[src/rtl/qam16_mapper_if.sv]
`default_nettype none
// +----------------------------------------------------------------------------+
// | qam16_mapper_if : byte-in / symbol-out stream bundle for the QAM16 mapper   |
// | Revision : 1.0                                                             |
// +----------------------------------------------------------------------------+
interface qam16_mapper_if;
    logic [7:0]  s_data;
    logic        s_valid;
    logic        s_ready;
    logic [15:0] m_data;
    logic        m_valid;
    logic        m_ready;
    logic        m_last;

    // Environment side: drives bytes in, drains symbols out.
    modport master (
        output s_data, s_valid, m_ready,
        input  s_ready, m_data, m_valid, m_last
    );

    // Mapper side.
    modport slave (
        input  s_data, s_valid, m_ready,
        output s_ready, m_data, m_valid, m_last
    );
endinterface
`default_nettype wire

[src/rtl/qam16_mapper.sv]
`default_nettype none
// +----------------------------------------------------------------------------+
// | qam16_mapper : byte -> two Gray-coded 16-QAM symbols {Q,I}, frame m_last    |
// | Option macro : QAM16_MAPPER_SCRAMBLE_EN (x^7+x^4+1 byte scrambler)          |
// | Revision : 1.0                                                             |
// +----------------------------------------------------------------------------+
module qam16_mapper #(
    parameter int LVL           = 32,
    parameter int SYM_PER_FRAME = 96
) (
    input  logic          clk,
    input  logic          rst_n,
    qam16_mapper_if.slave bus
);
    localparam int c_CNT_W = $clog2(SYM_PER_FRAME);
    localparam logic [7:0] c_P1 = 8'(LVL);
    localparam logic [7:0] c_P3 = 8'(3 * LVL);
    localparam logic [7:0] c_N1 = 8'(-LVL);
    localparam logic [7:0] c_N3 = 8'(-3 * LVL);

    logic [7:0]         r_byte;
    logic               r_full;
    logic               r_half;
    logic [15:0]        r_m_data;
    logic               r_m_valid;
    logic               r_m_last;
    logic [c_CNT_W-1:0] r_sym_cnt;

    logic       w_adv;
    logic       w_load;
    logic       w_s_ready;
    logic       w_accept;
    logic       w_last;
    logic [3:0] w_nib;
    logic [7:0] w_i;
    logic [7:0] w_q;
    logic [7:0] w_store;

    assign w_adv     = !r_m_valid || bus.m_ready;
    assign w_load    = r_full && w_adv;
    // Accepting while the low nibble loads keeps one symbol per cycle.
    assign w_s_ready = !r_full || (r_half && w_adv);
    assign w_accept  = bus.s_valid && w_s_ready;
    assign w_nib     = r_half ? r_byte[3:0] : r_byte[7:4];
    assign w_last    = (r_sym_cnt == c_CNT_W'(SYM_PER_FRAME - 1));

    always_comb begin
        w_i = c_N3;
        w_q = c_P3;
        case (w_nib[3:2])
            2'b00:   w_i = c_N3;
            2'b01:   w_i = c_N1;
            2'b11:   w_i = c_P1;
            default: w_i = c_P3;
        endcase
        case (w_nib[1:0])
            2'b10:   w_q = c_N3;
            2'b11:   w_q = c_N1;
            2'b01:   w_q = c_P1;
            default: w_q = c_P3;
        endcase
    end

`ifdef QAM16_MAPPER_SCRAMBLE_EN
    localparam int c_BYTES  = SYM_PER_FRAME / 2;
    localparam int c_BCNT_W = (c_BYTES > 1) ? $clog2(c_BYTES) : 1;

    logic [6:0]          r_lfsr;
    logic [c_BCNT_W-1:0] r_bcnt;
    logic [6:0]          w_lfsr_nxt;
    logic [7:0]          w_scr;

    always_comb begin
        logic v_fb;
        w_lfsr_nxt = r_lfsr;
        w_scr      = '0;
        v_fb       = 1'b0;
        for (int k = 7; k >= 0; k--) begin
            v_fb       = w_lfsr_nxt[6] ^ w_lfsr_nxt[3];
            w_scr[k]   = bus.s_data[k] ^ v_fb;
            w_lfsr_nxt = {w_lfsr_nxt[5:0], v_fb};
        end
    end

    // Reseed on the last byte of a frame so the next frame starts from 7'h7F.
    always_ff @(posedge clk or negedge rst_n) begin
        if (!rst_n) begin
            r_lfsr <= 7'h7F;
            r_bcnt <= '0;
        end else if (w_accept) begin
            if (r_bcnt == c_BCNT_W'(c_BYTES - 1)) begin
                r_lfsr <= 7'h7F;
                r_bcnt <= '0;
            end else begin
                r_lfsr <= w_lfsr_nxt;
                r_bcnt <= r_bcnt + 1'b1;
            end
        end
    end

    assign w_store = w_scr;
`else
    assign w_store = bus.s_data;
`endif

    always_ff @(posedge clk or negedge rst_n) begin
        if (!rst_n) begin
            r_byte    <= '0;
            r_full    <= 1'b0;
            r_half    <= 1'b0;
            r_m_data  <= '0;
            r_m_valid <= 1'b0;
            r_m_last  <= 1'b0;
            r_sym_cnt <= '0;
        end else begin
            if (w_load) begin
                r_m_data  <= {w_q, w_i};
                r_m_valid <= 1'b1;
                r_m_last  <= w_last;
                r_sym_cnt <= w_last ? '0 : r_sym_cnt + 1'b1;
                if (r_half) begin
                    r_full <= 1'b0;
                    r_half <= 1'b0;
                end else begin
                    r_half <= 1'b1;
                end
            end else if (w_adv) begin
                r_m_valid <= 1'b0;
                r_m_last  <= 1'b0;
            end
            if (w_accept) begin
                r_byte <= w_store;
                r_full <= 1'b1;
                r_half <= 1'b0;
            end
        end
    end

    assign bus.s_ready = w_s_ready;
    assign bus.m_data  = r_m_data;
    assign bus.m_valid = r_m_valid;
    assign bus.m_last  = r_m_last;
endmodule
`default_nettype wire

[src/flat_wrapper.sv]
// flat-port wrapper written by rule: the top's interface ports become plain ports
module qam16_mapper_flat 
#(
    parameter int LVL           = 32,
    parameter int SYM_PER_FRAME = 96
)
  (clk, rst_n, bus_s_data, bus_s_valid, bus_m_ready, bus_s_ready, bus_m_data, bus_m_valid, bus_m_last);
  qam16_mapper_if bus_i ();
  input  logic clk;
  input  logic rst_n;
  input wire logic [$bits(bus_i.s_data)-1:0] bus_s_data;
  input wire logic [$bits(bus_i.s_valid)-1:0] bus_s_valid;
  input wire logic [$bits(bus_i.m_ready)-1:0] bus_m_ready;
  output wire logic [$bits(bus_i.s_ready)-1:0] bus_s_ready;
  output wire logic [$bits(bus_i.m_data)-1:0] bus_m_data;
  output wire logic [$bits(bus_i.m_valid)-1:0] bus_m_valid;
  output wire logic [$bits(bus_i.m_last)-1:0] bus_m_last;
  assign bus_i.s_data = bus_s_data;
  assign bus_i.s_valid = bus_s_valid;
  assign bus_i.m_ready = bus_m_ready;
  assign bus_s_ready = bus_i.s_ready;
  assign bus_m_data = bus_i.m_data;
  assign bus_m_valid = bus_i.m_valid;
  assign bus_m_last = bus_i.m_last;
  qam16_mapper #(.LVL(LVL), .SYM_PER_FRAME(SYM_PER_FRAME)) u_core (.clk(clk), .rst_n(rst_n), .bus(bus_i));
endmodule
[config.mk]
export PLATFORM = sky130hd
export DESIGN_NAME = qam16_mapper_flat
export DESIGN_NICKNAME = d
export VERILOG_FILES = /design/src/rtl/qam16_mapper_if.sv /design/src/rtl/qam16_mapper.sv /design/src/flat_wrapper.sv
export SDC_FILE = /design/constraint.sdc
export NUM_CORES = 1
export LEC_CHECK = 0
export ABC_AREA = 1
export CELL_PAD_IN_SITES_DETAIL_PLACEMENT = 0
export CELL_PAD_IN_SITES_GLOBAL_PLACEMENT = 1
export CORE_MARGIN = 4
export CORE_UTILIZATION = 34
export CTS_CLUSTER_DIAMETER = 30
export DETAILED_ROUTE_END_ITERATION = 6
export GPL_ROUTABILITY_DRIVEN = 0
export GPL_TIMING_DRIVEN = 1
export MAX_ROUTING_LAYER = met4
export PLACE_DENSITY = 0.78
export SLEW_MARGIN = 5
export SYNTH_ARGS = -nofsm -noshare
export SYNTH_HDL_FRONTEND = slang
export SYNTH_SLANG_ARGS = --single-unit
[constraint.sdc]
create_clock -name clk -period 1.5 [get_ports clk]
set_input_delay 0.15 -clock clk [delete_from_list [all_inputs] [get_ports clk]]
set_output_delay 0.15 -clock clk [all_outputs]
set_load 0.02 [all_outputs]
== Yosys cells after proc, flatten, opt, wreduce, memory -nomap -nowiden ==
Cells that the tools add are included.

* Add/subtract/negate cells: 1
* Multiply operators: 0
* Div/mod/pow operators: 0
* Order comparisons: 0
* Eq/ne operators: 6
* Shift operators: 0
* Muxes and demuxes: 13
* Bitwise gates (word level): 0
* Reductions and logical operators: 12

{| class="wikitable"
|+ Operators with widths
! operator !! number
|-
| $pmux W8 S3 || 2
|-
| $mux W1 || 9
|-
| $add A7 B1 Y7 const B || 1
|-
| $eq A7 B7 Y1 const B || 1
|-
| $mux W7 || 1
|-
| $eq A2 B2 Y1 const B || 3
|-
| $reduce_bool A2 Y1 || 3
|-
| $eq A2 B1 Y1 const B || 2
|-
| $mux W4 || 1
|-
| $logic_and A1 B1 Y1 || 3
|-
| $logic_not A1 Y1 || 2
|-
| $logic_not A2 Y1 || 1
|-
| $logic_or A1 B1 Y1 || 2
|-
| $reduce_and A2 Y1 || 1
|}

* Register bits after elaboration: 35
* Bits in latches: 0
* Bits in writable memories: 0
* ROM bits: 0
* Input bits: 12
* Output and inout port bits: 19
* Word-level logic and storage cells: 39
* Memories kept: 0

== Logic depth before layout (Yosys ltp) ==
Gate-level depths: netlist (run 1).

* Word-level depth: 7
* Mapped depth: 7
* Gate-level depth less buffers: 7

== Worst setup path after synthesis (run 1) ==
OpenSTA, ideal clock, no wires.

* Kind: register -> register
* Start: register u_core.r_m_valid, in the netlist u_core.bus.m_valid
* End: register u_core.r_half
* Library setup time: 0.120 ns
* Arrival: 1.163 ns
* Data required time: 1.380 ns
* Path slack: 0.217 ns
* Stages on the path, launching flop included: 7
* Buffers on the path: 0
* Period minus slack after synthesis: 1.283 ns
* Cells stage by stage: dfrtp_1 > nand2_1 > nand2_1 > nand2_1 > nand2_2 > o21ai_0 > inv_1

* Longest elaborated chain between the ends: 6
* Elaborated cells on any way between the ends: 8
* Those cells by class: mux (1); reduce/logical (7)

{| class="wikitable"
|+ Ends and longest elaborated chain
! what !! line !! RTL
|-
| start: declaration || qam16_mapper.sv:25 || <nowiki>logic r_m_valid;</nowiki>
|-
| start signal: assignment || qam16_mapper.sv:112 || <nowiki>r_m_valid <= 1'b0;</nowiki>
|-
| start signal: assignment || qam16_mapper.sv:118 || <nowiki>r_m_valid <= 1'b1;</nowiki>
|-
| start signal: assignment || qam16_mapper.sv:128 || <nowiki>r_m_valid <= 1'b0;</nowiki>
|-
| $logic_not A1 Y1 (*) || qam16_mapper.sv:39 || <nowiki>assign w_adv = !r_m_valid || bus.m_ready;</nowiki>
|-
| $logic_or A1 B1 Y1 (*) || qam16_mapper.sv:39 ||
|-
| $logic_and A1 B1 Y1 (*) || qam16_mapper.sv:42 || <nowiki>assign w_s_ready = !r_full || (r_half && w_adv);</nowiki>
|-
| $logic_or A1 B1 Y1 (*) || qam16_mapper.sv:42 ||
|-
| via bus_s_ready || flat_wrapper.sv:14 || <nowiki>output wire logic [$bits(bus_i.s_ready)-1:0] bus_s_ready;</nowiki>
|-
| $logic_and A1 B1 Y1 (*) || qam16_mapper.sv:43 || <nowiki>assign w_accept = bus.s_valid && w_s_ready;</nowiki>
|-
| $mux W1 / $reduce_bool A2 Y1 (equally long branches) || n/a ||
|-
| end signal: assignment || qam16_mapper.sv:123 || <nowiki>r_half <= 1'b0;</nowiki>
|-
| end signal: assignment || qam16_mapper.sv:125 || <nowiki>r_half <= 1'b1;</nowiki>
|-
| end signal: assignment || qam16_mapper.sv:134 || <nowiki>r_half <= 1'b0;</nowiki>
|-
| end: declaration || qam16_mapper.sv:23 || <nowiki>logic r_half;</nowiki>
|}

Mark *: on every way through the listed nets, which the timed path passes. The rest lies on a longest branch.
A chain may end at the register's enable or synchronous reset.

== Worst setup path in the final report (run 1) ==
* Start: register u_core.r_sym_cnt[0]
* End: register u_core.r_sym_cnt[3]

* Longest elaborated chain between the ends: 2
* Elaborated cells on any way between the ends: 3
* Those cells by class: add/sub (1); eq/ne (1); mux (1)

{| class="wikitable"
|+ Ends and longest elaborated chain
! what !! line !! RTL
|-
| start: declaration || qam16_mapper.sv:27 || <nowiki>logic [c_CNT_W-1:0] r_sym_cnt;</nowiki>
|-
| start signal: assignment || qam16_mapper.sv:120 || <nowiki>r_sym_cnt <= w_last ? '0 : r_sym_cnt + 1'b1;</nowiki>
|-
| $add A7 B1 Y7 / $eq A7 B7 Y1 (equally long branches) || qam16_mapper.sv:120, qam16_mapper.sv:45 ||
|-
| $mux W7 (*) || qam16_mapper.sv:120 ||
|}

Mark *: on every way between the ends. The rest lies on a longest branch, timed or not.

==> results by group, run 1 <==
Run status
  • Status: complete, no violations

Synthesis
  • Area of the mapped netlist: 1170 um2
  • Largest family of logic cells by synthesized area: simple AND/OR/NAND/NOR gates
  • Synth top area cells: dfrtp_1 51%, nand2_1 17%, buf_4 7.7%, nand3_1 5.1%, o21ai_0 4.3%
  • Commonest cells in the netlist: 54 x nand2_1, 24 x dfrtp_1, 12 x buf_4, 12 x nand3_1
  • Synth Area in Compound Gates: 0.0745
  • Synthesized flop and latch total: 24
  • Post-synthesis sequential area ratio: 0.511
  • Synth Instances: 143
  • Largest area contributor in the netlist: dfrtp_1
  • Distinct cells, synth: 20
  • Post-synthesis mux area share: 0
  • Synth Warn #: 0
  • EDFF count, synth: 0
  • Adder-cell area share of the yosys netlist: 0.0106
  • Synth Area in XOR/XNOR: 0.00745
  • Most frequent cell after synthesis: nand2_1
  • Main synth FF type: dfrtp_1
  • Ys async rst share: 1.00
  • Post-Syn Area per Cell: 8.22 um2
  • Area share of the largest cell type after synthesis: 0.511
  • Simple logic cell fraction of the synthesized area: 0.280

Setup path
  • Buffers & Inverters on Critical Path: 0
  • Worst-path cell chain: ha_1 -> nand2_1 -> nor2_2 -> nand3_1 -> nor2_1 -> a21oi_1
  • Worst EP required: 1700 ps
  • CP arrival: 1580 ps
  • Crit path max fanout: 4
  • Startpoint types: flop
  • CP Class: flop to flop
  • Worst Reg-to-Reg Cells: 6
  • Slowest library cell on the worst path: dfrtp_1
  • Critical path capture point type: flop
  • R2r endpoint: u_core.r_sym_cnt[3]
  • Critical Path Stages: 6
  • CP Capture Point: u_core.r_sym_cnt[3]
  • CP delay by family, top: simple AND/OR/NAND/NOR gates
  • R2R Path Start: u_core.r_sym_cnt[0]
  • Worst path max stage delay: 420 ps
  • Reg2Reg Setup Slack: 130 ps
  • Critical path startpoint: u_core.r_sym_cnt[0]

Power and ir drop
  • Pleak: 0.000787 uW
  • IR drop worst, VDD: 901 uV
  • Power Dens Cells: 1660 nW/um2

STA
  • Hold Fails Final Rpt: 0
  • Setup Viol. Count Final: 0
  • Setup WS post-layout: 125 ps
  • Post-Route Setup TNS: 0 ps
  • Final Cycle Share: 0.917
  • Tmin final: 1370 ps
  • Clock skew: 2.44 ps
  • Slew Limit Fails: 0
  • Fmax: 727 MHz

Clock network
  • Num CTS Buffers: 3
  • Clock root buffer: clkbuf_4
  • Sinks on Clock Net: 24
  • CTS tree: done
  • # Post-CTS Setup Buffers: 0
  • Clock Tree Buf Depth: 2
  • CTS H-tree lvls: 1
  • Post-CTS Hold Buffers: 0
  • Clk slew on worst S/H paths: 130 ps
  • Clock Latency Late Sink: 310 ps

Floorplan
  • Core Area: 3340 um2
  • # IOs: 31
  • Chip Width: 66.8 um
  • Die Ht: 66.8 um
  • # rows: 21
  • Total die area: 4460 um2
  • Initial Util: 0.352

Final layout
  • Diode count: 0
  • Final net count: 187
  • Area grow syn2layout: 27.4%
  • Share of cells above drive strength 1: 0.127

Detailed routing
  • Drt initial violations: 49
  • Drt drc: 0
  • Routed wire per std cell: 10.6 um
  • DRT met1 WL: 1.01 mm
  • Met3 Wirelength: 133 um
  • Detail Route Antenna Nets: 0
  • Highest Signal Layer: met4
  • Met2 WL: 1.18 mm
  • WL final: 2.33 mm
  • Vias: 978
  • Via density: 4.47
  • First drt pass iteration count: 4

Hold path
  • HP Class: primary input to asynchronous set/reset pin

Global routing
  • Gr usage total: 0.121
  • Gr ovfl total: 0
  • First-pass GRT wire length: 4.06 mm
  • Vias in the first global route: 973
  • Initial antenna violation count: 0
  • Largest net degree at the start of global routing: 25

Placement
  • Setup WS pre-CTS: -139 ps
  • Port Buffers: 20
  • DP HPWL: 1.76 mm

Flow run
  • Maxcap violations: 0
[worst min-delay path by stage]
stage	slack, ps	to	from	cells past startpoint
after floorplan	-150	u_core.bus.m_data[13]	rst_n	0
after global placement	470	u_core.r_byte[7]	u_core.r_byte[7]	2
after detailed placement	470	u_core.r_byte[3]	u_core.r_byte[3]	2
after CTS	190	u_core.r_half	rst_n	2
after global routing	180	u_core.r_sym_cnt[2]	rst_n	2
final	170	u_core.r_sym_cnt[2]	rst_n	2
[kinds of logic after synthesis]
logic type,Yosys count
fa+ha+maj,1
compound gates,14
buf+inv,23
flops,24
xor+xnor,1
simple gates,79
other cells,1
[layout make-up]
class / instances / area (um2)
multi-input combinational: 105 / 478
sequential: 24 / 601
timing repair buffer: 30 / 287
clock buffer: 4 / 36.3
inverter: 10 / 37.5
fill: 348 / 1840
tap: 46 / 57.6
[metal layers]
| metal | vias up | GRT usage |
|---|---|---|
| met5 | - | - |
| met4 | 0 | 0.0228 |
| met3 | 2 | 0.0422 |
| met2 | 25 | 0.215 |
| met1 | 460 | 0.132 |
| li1 | 491 | - |
[cells in the final DEF (no fill, tap or decap), types with 3 or more instances in the layout]
master           synthesis  layout
nand2_1                 54      54
conb_1                   1      10
dfrtp_1                 24      24
clkbuf_4                 0       3
dlymetal6s2s_1           0       7
or2_2                    3       3
o21ai_0                 10      10
buf_4                   12      10
clkdlybuf4s50_1          0      11
inv_1                   10      10
nor2_1                   6       5
nand3_1                 12      12
[registers in the layout, summed over array words and instances, names as in the netlist]
register            flops
u_core.r_byte           8
u_core.r_sym_cnt        7
u_core.bus.m_data       5
u_core.bus.m_last       1
u_core.bus.m_valid      1
u_core.r_full           1
u_core.r_half           1
[power by group]
part	total, uW	internal, uW	switching [uW]	leakage [uW]
clock	347	148	199	0.0000210
sequential	1090	911	181	0.000286
combinational	1050	452	597	0.000480
[per-stage QoR]
stage          hold WS, ps  instances   util  power [uW]  area [um2]
6_report               172        219  0.448        2490        1500
5_1_grt                184        219  0.448        2710        1500
4_1_cts                188        219  0.444        2520        1480
3_5_place_dp           474        215  0.433        2180        1450
3_3_place_gp           467        215  0.433        2140        1450
2_1_floorplan         -146        152      -        1780        1210
[repair_timing]
action | in CTS | in global routing
gates cloned | 0 | 0
resized for setup | 2 | 10
setup endpoints to repair | 2 | 9
(Power assumes the default switching activity.)
==> inputs of run 2 (changes only) <==
--- a/config.mk
+++ b/config.mk
@@ -9,13 +9,13 @@
 export CELL_PAD_IN_SITES_DETAIL_PLACEMENT = 0
 export CELL_PAD_IN_SITES_GLOBAL_PLACEMENT = 1
 export CORE_MARGIN = 4
-export CORE_UTILIZATION = 34
+export CORE_UTILIZATION = 37
 export CTS_CLUSTER_DIAMETER = 30
 export DETAILED_ROUTE_END_ITERATION = 6
 export GPL_ROUTABILITY_DRIVEN = 0
 export GPL_TIMING_DRIVEN = 1
 export MAX_ROUTING_LAYER = met4
-export PLACE_DENSITY = 0.78
+export PLACE_DENSITY = 0.84
 export SLEW_MARGIN = 5
 export SYNTH_ARGS = -nofsm -noshare
 export SYNTH_HDL_FRONTEND = slang
==> constraint.sdc (replaced) <==
create_clock -name clk -period 1.6 [get_ports clk]
set_input_delay 0.16 -clock clk [delete_from_list [all_inputs] [get_ports clk]]
set_output_delay 0.16 -clock clk [all_outputs]
set_load 0.02 [all_outputs]
==> results by group, run 2 (synthesized netlist as in run 1, its figures left out) <==
Global routing
  • First-pass GRT wire length: 3.71 mm (was 4.06 mm)
  • Gr usage total: 0.114 (was 0.121)
  • Initial antenna violation count: 0 (unchanged)
  • Largest net degree at the start of global routing: 25 (unchanged)
  • Vias in the first global route: 906 (was 973)
  • Gr ovfl total: 0 (unchanged)

Setup path
  • Worst Reg-to-Reg Cells: 6 (unchanged)
  • CP Class: flop to output port (was flop to flop)
  • Worst-path cell chain: clkdlybuf4s50_1 (was ha_1 -> nand2_1 -> nor2_2 -> nand3_1 -> nor2_1 -> a21oi_1)
  • R2r endpoint: u_core.r_sym_cnt[3] (unchanged)
  • Buffers & Inverters on Critical Path: 1 (was 0)
  • Worst path max stage delay: 610 ps (was 420 ps)
  • Reg2Reg Setup Slack: 250 ps (was 130 ps)
  • Slowest library cell on the worst path: clkdlybuf4s50_1 (was dfrtp_1)
  • Startpoint types: flop (unchanged)
  • Worst EP required: 1440 ps (was 1700 ps)
  • Crit path max fanout: 2 (was 4)
  • R2R Path Start: u_core.r_sym_cnt[0] (unchanged)
  • CP arrival: 1330 ps (was 1580 ps)
  • CP delay by family, top: buffers and inverters (was simple AND/OR/NAND/NOR gates)
  • Critical path capture point type: output port (was flop)

STA
  • Clock skew: 9.67 ps (was 2.44 ps)
  • Unrepaired setup endpoints after global routing: no
  • Tmin final: 1490 ps
  • Final Cycle Share: 0.928
  • Fmax: 673 MHz
  • Hold Fails Final Rpt: 0 (unchanged)
  • Setup Viol. Count Final: 0 (unchanged)
  • Slew Limit Fails: 0 (unchanged)
  • Post-Route Setup TNS: 0 ps (unchanged)
  • Setup WS post-layout: 115 ps (was 125 ps)

Run status
  • Status: complete, no violations (unchanged)

Placement
  • DP HPWL: 1.67 mm (was 1.76 mm)
  • Placed insts: 211 (was 215)
  • Setup WS pre-CTS: -78.7 ps (was -139 ps)
  • Port Buffers: 20 (unchanged)

Final layout
  • Max reg flops: 8 (unchanged)
  • Top reg by flops: u_core.r_byte (unchanged)
  • Diode count: 0 (unchanged)
  • Fin cells: 215 (was 219)
  • Most frequent cells in the layout: 54 x nand2_1, 24 x dfrtp_1, 18 x clkdlybuf4s50_1 (was 54 x nand2_1, 24 x dfrtp_1, 12 x nand3_1)
  • # fillers: 319 (was 348)
  • Area grow syn2layout: 26.2% (was 27.4%)
  • Utilization after layout: 0.486 (was 0.448)
  • Reg area: 601 um2 (unchanged)
  • Multi-input logic area: 475 um2 (was 478 um2)
  • Final net count: 185 (was 187)
  • Leading cell type in the layout, fill and taps excluded: nand2_1 (unchanged)
  • Share of cells above drive strength 1: 0.105 (was 0.127)

Floorplan
  • Initial Util: 0.385 (was 0.352)
  • # IOs: 31 (unchanged)
  • # rows: 20 (was 21)
  • Core Area: 3050 um2 (was 3340 um2)
  • Total die area: 4140 um2 (was 4460 um2)
  • Die Ht: 64.4 um (was 66.8 um)
  • Chip Width: 64.4 um (was 66.8 um)

Detailed routing
  • Vias: 938 (was 978)
  • First drt pass iteration count: 4 (unchanged)
  • Via density: 4.36 (was 4.47)
  • Drt initial violations: 32 (was 49)
  • WL final: 2.16 mm (was 2.33 mm)
  • Detail Route Antenna Nets: 0 (unchanged)
  • Routed wire per std cell: 10.1 um (was 10.6 um)
  • Drt drc: 0 (unchanged)

Clock network
  • Sinks on Clock Net: 24 (unchanged)
  • CTS tree: done (unchanged)
  • Clk slew on worst S/H paths: 140 ps (was 130 ps)
  • Clock Latency Late Sink: 320 ps (was 310 ps)
  • Clock Tree Buf Depth: 2 (unchanged)
  • Num CTS Buffers: 3 (unchanged)
  • Clock root buffer: clkbuf_4 (unchanged)
  • CTS H-tree lvls: 1 (unchanged)

Power and ir drop
  • Pleak: 0.000730 uW (was 0.000787 uW)
  • Power Dens Cells: 1630 nW/um2 (was 1660 nW/um2)
  • Total power: 2420 uW (was 2490 uW)
  • IR drop worst, VDD: 737 uV (was 901 uV)

Hold path
  • HP Class: primary input to asynchronous set/reset pin (unchanged)

Flow run
  • Maxcap violations: 0 (unchanged)
## run 2: changes by cell type in the layout (fill, tap and decap cells not counted), sizes merged
cell | previous run | this run
dlymetal6s2s | 7 | 1
clkbuf | 5 | 3
bufinv | 0 | 1
clkdlybuf4s50 | 11 | 18
buf | 10 | 8
## run 2: power breakdown
group          switching [uW]  leakage (uW)  total, uW  internal [uW]
registers                 167      0.000286       1020            855
logic                     535      0.000416        963            428
clock network             185     0.0000279        438            253
## run 2: worst max path at each step
stage | start | end | slack, ps | depth (start not counted)
global route | u_core.bus.m_valid | bus_s_ready | 20 | 4
finish | u_core.bus.m_data[14] | bus_m_data[14] | 110 | 1
detailed placement | bus_m_ready | bus_s_ready | -80 | 6
CTS | u_core.bus.m_valid | bus_m_valid | 0.6 | 2
floorplan | u_core.bus.m_valid | u_core.r_half | 320 | 6
global placement | bus_m_ready | bus_s_ready | -50 | 6
## run 2: repair_timing
action	in CTS	in global routing
buffers inserted	0	0
gates resized for setup	1	1
setup endpoints to repair	1	1
hold buffers	0	0
## run 2: area by class of cell
| type | count | area share |
|---|---|---|
| clock buffers | 3 | 0.0152 |
| multi-input cells | 105 | 0.321 |
| clock inverters | 1 | 0.0203 |
| repair buffers | 28 | 0.176 |
| inverters | 10 | 0.0253 |
| well taps | 44 | 0.0371 |
| flip-flops and latches | 24 | 0.405 |
## run 2: worst register-to-register path: cells and delay by family, from the launching register on
family,cells,cell delay [ps]
AO/OA/AOI/OAI,1,50
adder cells (fa/ha/maj),1,190
AND/OR/NAND/NOR,4,590
flip-flops,1,420
## run 2: per-stage QoR
step	hold WS, ps	area, um2
finish	179	1480
global route	182	1480
CTS	178	1480
detailed placement	465	1430
global placement	467	1430
floorplan	-136	1210
## run 2: metal layers
metal  global-route usage  vias up  wire length, um
met5                    -        -                0
met4               0.0317        0                0
met3               0.0281        0              133
met2                0.198       21             1050
met1                0.130      432              981
li1                     -      485                -
==> inputs of run 3 (changes only) <==
--- a/config.mk
+++ b/config.mk
@@ -9,13 +9,14 @@
 export CELL_PAD_IN_SITES_DETAIL_PLACEMENT = 0
 export CELL_PAD_IN_SITES_GLOBAL_PLACEMENT = 1
 export CORE_MARGIN = 4
-export CORE_UTILIZATION = 37
+export CORE_UTILIZATION = 47
 export CTS_CLUSTER_DIAMETER = 30
 export DETAILED_ROUTE_END_ITERATION = 6
+export DONT_BUFFER_PORTS = 1
 export GPL_ROUTABILITY_DRIVEN = 0
 export GPL_TIMING_DRIVEN = 1
 export MAX_ROUTING_LAYER = met4
-export PLACE_DENSITY = 0.84
+export PLACE_DENSITY = 0.81
 export SLEW_MARGIN = 5
 export SYNTH_ARGS = -nofsm -noshare
 export SYNTH_HDL_FRONTEND = slang
==> results by group, run 3 (synthesized netlist as in run 1, its figures left out) <==
Detailed routing
  • Drt initial violations: 24 (was 32)
  • First drt pass iteration count: 4 (unchanged)
  • Routed wire per std cell: 11.6 um (was 10.1 um)
  • Detail Route Antenna Nets: 0 (unchanged)
  • Drt drc: 0 (unchanged)
  • Vias: 869 (was 938)
  • WL final: 2.14 mm (was 2.16 mm)
  • Via density: 4.72 (was 4.36)

Global routing
  • Largest net degree at the start of global routing: 25 (unchanged)
  • Vias in the first global route: 908 (was 906)
  • Initial antenna violation count: 0 (unchanged)
  • First-pass GRT wire length: 3.97 mm (was 3.71 mm)
  • Gr ovfl total: 0 (unchanged)
  • Gr usage total: 0.158 (was 0.114)

Placement
  • Placed cell areas: 1170 um2 (was 1430 um2)
  • Placed insts: 170 (was 211)
  • DP HPWL: 1.57 mm (was 1.67 mm)
  • Port Buffers: 0 (was 20)

Power and ir drop
  • Gate power share: 0.331 (was 0.397)
  • Reg power frac: 0.521 (was 0.422)
  • Switching Power: 872 uW (was 887 uW)
  • Net Sw Frac: 0.406 (was 0.366)
  • Pleak: 0.000658 uW (was 0.000730 uW)
  • Clk pwr share: 0.148 (was 0.181)
  • Power Dens Cells: 1650 nW/um2 (was 1630 nW/um2)
  • IR drop worst, VDD: 1010 uV (was 737 uV)
  • Total power: 2150 uW (was 2420 uW)
  • P_int: 1280 uW (was 1540 uW)

Floorplan
  • Chip Width: 58.0 um (was 64.4 um)
  • # rows: 17 (was 20)
  • Core Area: 2300 um2 (was 3050 um2)
  • # IOs: 31 (unchanged)
  • Initial Util: 0.511 (was 0.385)
  • Die Ht: 58.0 um (was 64.4 um)
  • Total die area: 3360 um2 (was 4140 um2)

STA
  • Hold Fails Final Rpt: 0 (unchanged)
  • Final Cycle Share: 0.899 (was 0.928)
  • Clock skew: 1.39 ps (was 9.67 ps)
  • Worst Tran Pin Value: 1040 ps
  • Fmax: 695 MHz (was 673 MHz)
  • Max-slew headroom: 0.302
  • Unrepaired setup endpoints after global routing: no (unchanged)
  • Slew Limit Fails: 0 (unchanged)
  • Post-Route Setup TNS: 0 ps (unchanged)
  • Tmin final: 1440 ps (was 1490 ps)
  • Hold Slack: 77.8 ps (was 179 ps)
  • Setup Viol. Count Final: 0 (unchanged)

Clock network
  • Clock root buffer: clkbuf_4 (unchanged)
  • Clock Latency Late Sink: 310 ps (was 320 ps)
  • Num CTS Buffers: 3 (unchanged)
  • CTS tree: done (unchanged)
  • CTS H-tree lvls: 1 (unchanged)
  • Clk slew on worst S/H paths: 130 ps (was 140 ps)
  • Clock Tree Buf Depth: 2 (unchanged)
  • Sinks on Clock Net: 24 (unchanged)

Setup path
  • Worst path max stage delay: 550 ps (was 610 ps)
  • Slowest library cell on the worst path: dfrtp_1 (was clkdlybuf4s50_1)
  • Buffers & Inverters on Critical Path: 1 (unchanged)
  • CP Class: flop to output port (unchanged)
  • Startpoint types: flop (unchanged)
  • Worst EP required: 1440 ps (about the same)
  • Worst-path cell chain: nand2_1 -> nand2_1 -> buf_4 (was clkdlybuf4s50_1)
  • Crit-path most repeated cell: nand2_1
  • Critical path capture point type: output port (unchanged)
  • CP delay by family, top: flip-flops (was buffers and inverters)
  • CP arrival: 1280 ps (was 1330 ps)
  • Crit path max fanout: 11 (was 2)

Final layout
  • Final instance area: 1310 um2 (was 1480 um2)
  • Diode count: 0 (unchanged)
  • Most frequent cells in the layout: 54 x nand2_1, 24 x dfrtp_1, 12 x nand3_1 (was 54 x nand2_1, 24 x dfrtp_1, 18 x clkdlybuf4s50_1)
  • Max reg flops: 8 (unchanged)
  • Fin cells: 184 (was 215)
  • Final net count: 170 (was 185)
  • Area grow syn2layout: 11.3% (was 26.2%)
  • Top reg by flops: u_core.r_byte (unchanged)
  • Leading cell type in the layout, fill and taps excluded: nand2_1 (unchanged)
  • Share of cells above drive strength 1: 0.0833 (was 0.105)

Run status
  • Status: complete, no violations (unchanged)

Flow run
  • Maxcap violations: 0 (unchanged)

Hold path
  • HP Class: primary input to flop (was primary input to asynchronous set/reset pin)
run 3: changes by cell type in the layout (fill, tap and decap cells not counted):
cell | previous run | this run
buf_4 | 8 | 3
clkbuf_8 | 0 | 1
dlygate4sd3_1 | 0 | 10
clkdlybuf4s50_1 | 18 | 0
dlygate4sd2_1 | 1 | 0
bufinv_16 | 1 | 0
dlymetal6s2s_1 | 1 | 0
run 3: final cells by class:
| class | count | area (um2) |
|---|---|---|
| Timing Repair Buffer | 13 | 123 |
| Sequential cell | 24 | 601 |
| Clock buffer | 4 | 36.3 |
| Multi-Input combinational cell | 105 | 475 |
| Inverter | 10 | 37.5 |
| Tap cell | 28 | 35.0 |
| Fill cell | 226 | 990 |
run 3: what timing repair did:
| item | CTS | global route |
|---|---|---|
| buffers inserted | 0 | 0 |
| hold buffers | 10 | 0 |
| endpoints found under the hold margin | 33 | 0 |
| gates resized for setup | 0 | 0 |
run 3: layer usage:
metal | global-route usage | wire length, um | vias to the layer above
li1 | - | - | 454
met1 | 0.178 | 905 | 395
met2 | 0.274 | 1100 | 18
met3 | 0.0334 | 120 | 2
met4 | 0.0596 | 17 | 0
met5 | - | 0 | -
run 3: final timing paths:
| kind | end | cells after the start | start | slack (ps) |
|---|---|---|---|---|
| worst max-delay path | bus_s_ready | 3 | u_core.r_half | 160 |
| max in group asynchronous | u_core.bus.m_data[14] | 1 | rst_n | 510 |
| min in group asynchronous | u_core.r_sym_cnt[2] | 1 | rst_n | 470 |
| worst min register to register | u_core.r_byte[4] | 2 | u_core.r_byte[4] | 500 |
| worst max register to register | u_core.r_byte[2] | 3 | u_core.r_half | 250 |
| worst min-delay path | u_core.r_byte[4] | 3 | bus_s_valid | 80 |
run 3: power groups by stage:
stage	Clock, uW	Combinational (uW)	Sequential [uW]
after floorplan	0	598	1070
after global placement	0	662	1130
after detailed placement	0	688	1140
after CTS	335	724	1120
after global routing	353	849	1160
final	319	712	1120
run 3: through the flow:
stage                     utilization  worst slack (ps)
after floorplan                     -               317
after global placement          0.510               326
after detailed placement        0.510               250
after CTS                       0.569               154
after global routing            0.569              44.8
final                           0.569               162
run 3: worst reg2reg max path, stage by stage, from the launching register on:
cell and delay [ps]:
dfrtp_1 550, nand2_1 150, a21oi_2 380, o21ai_0 150
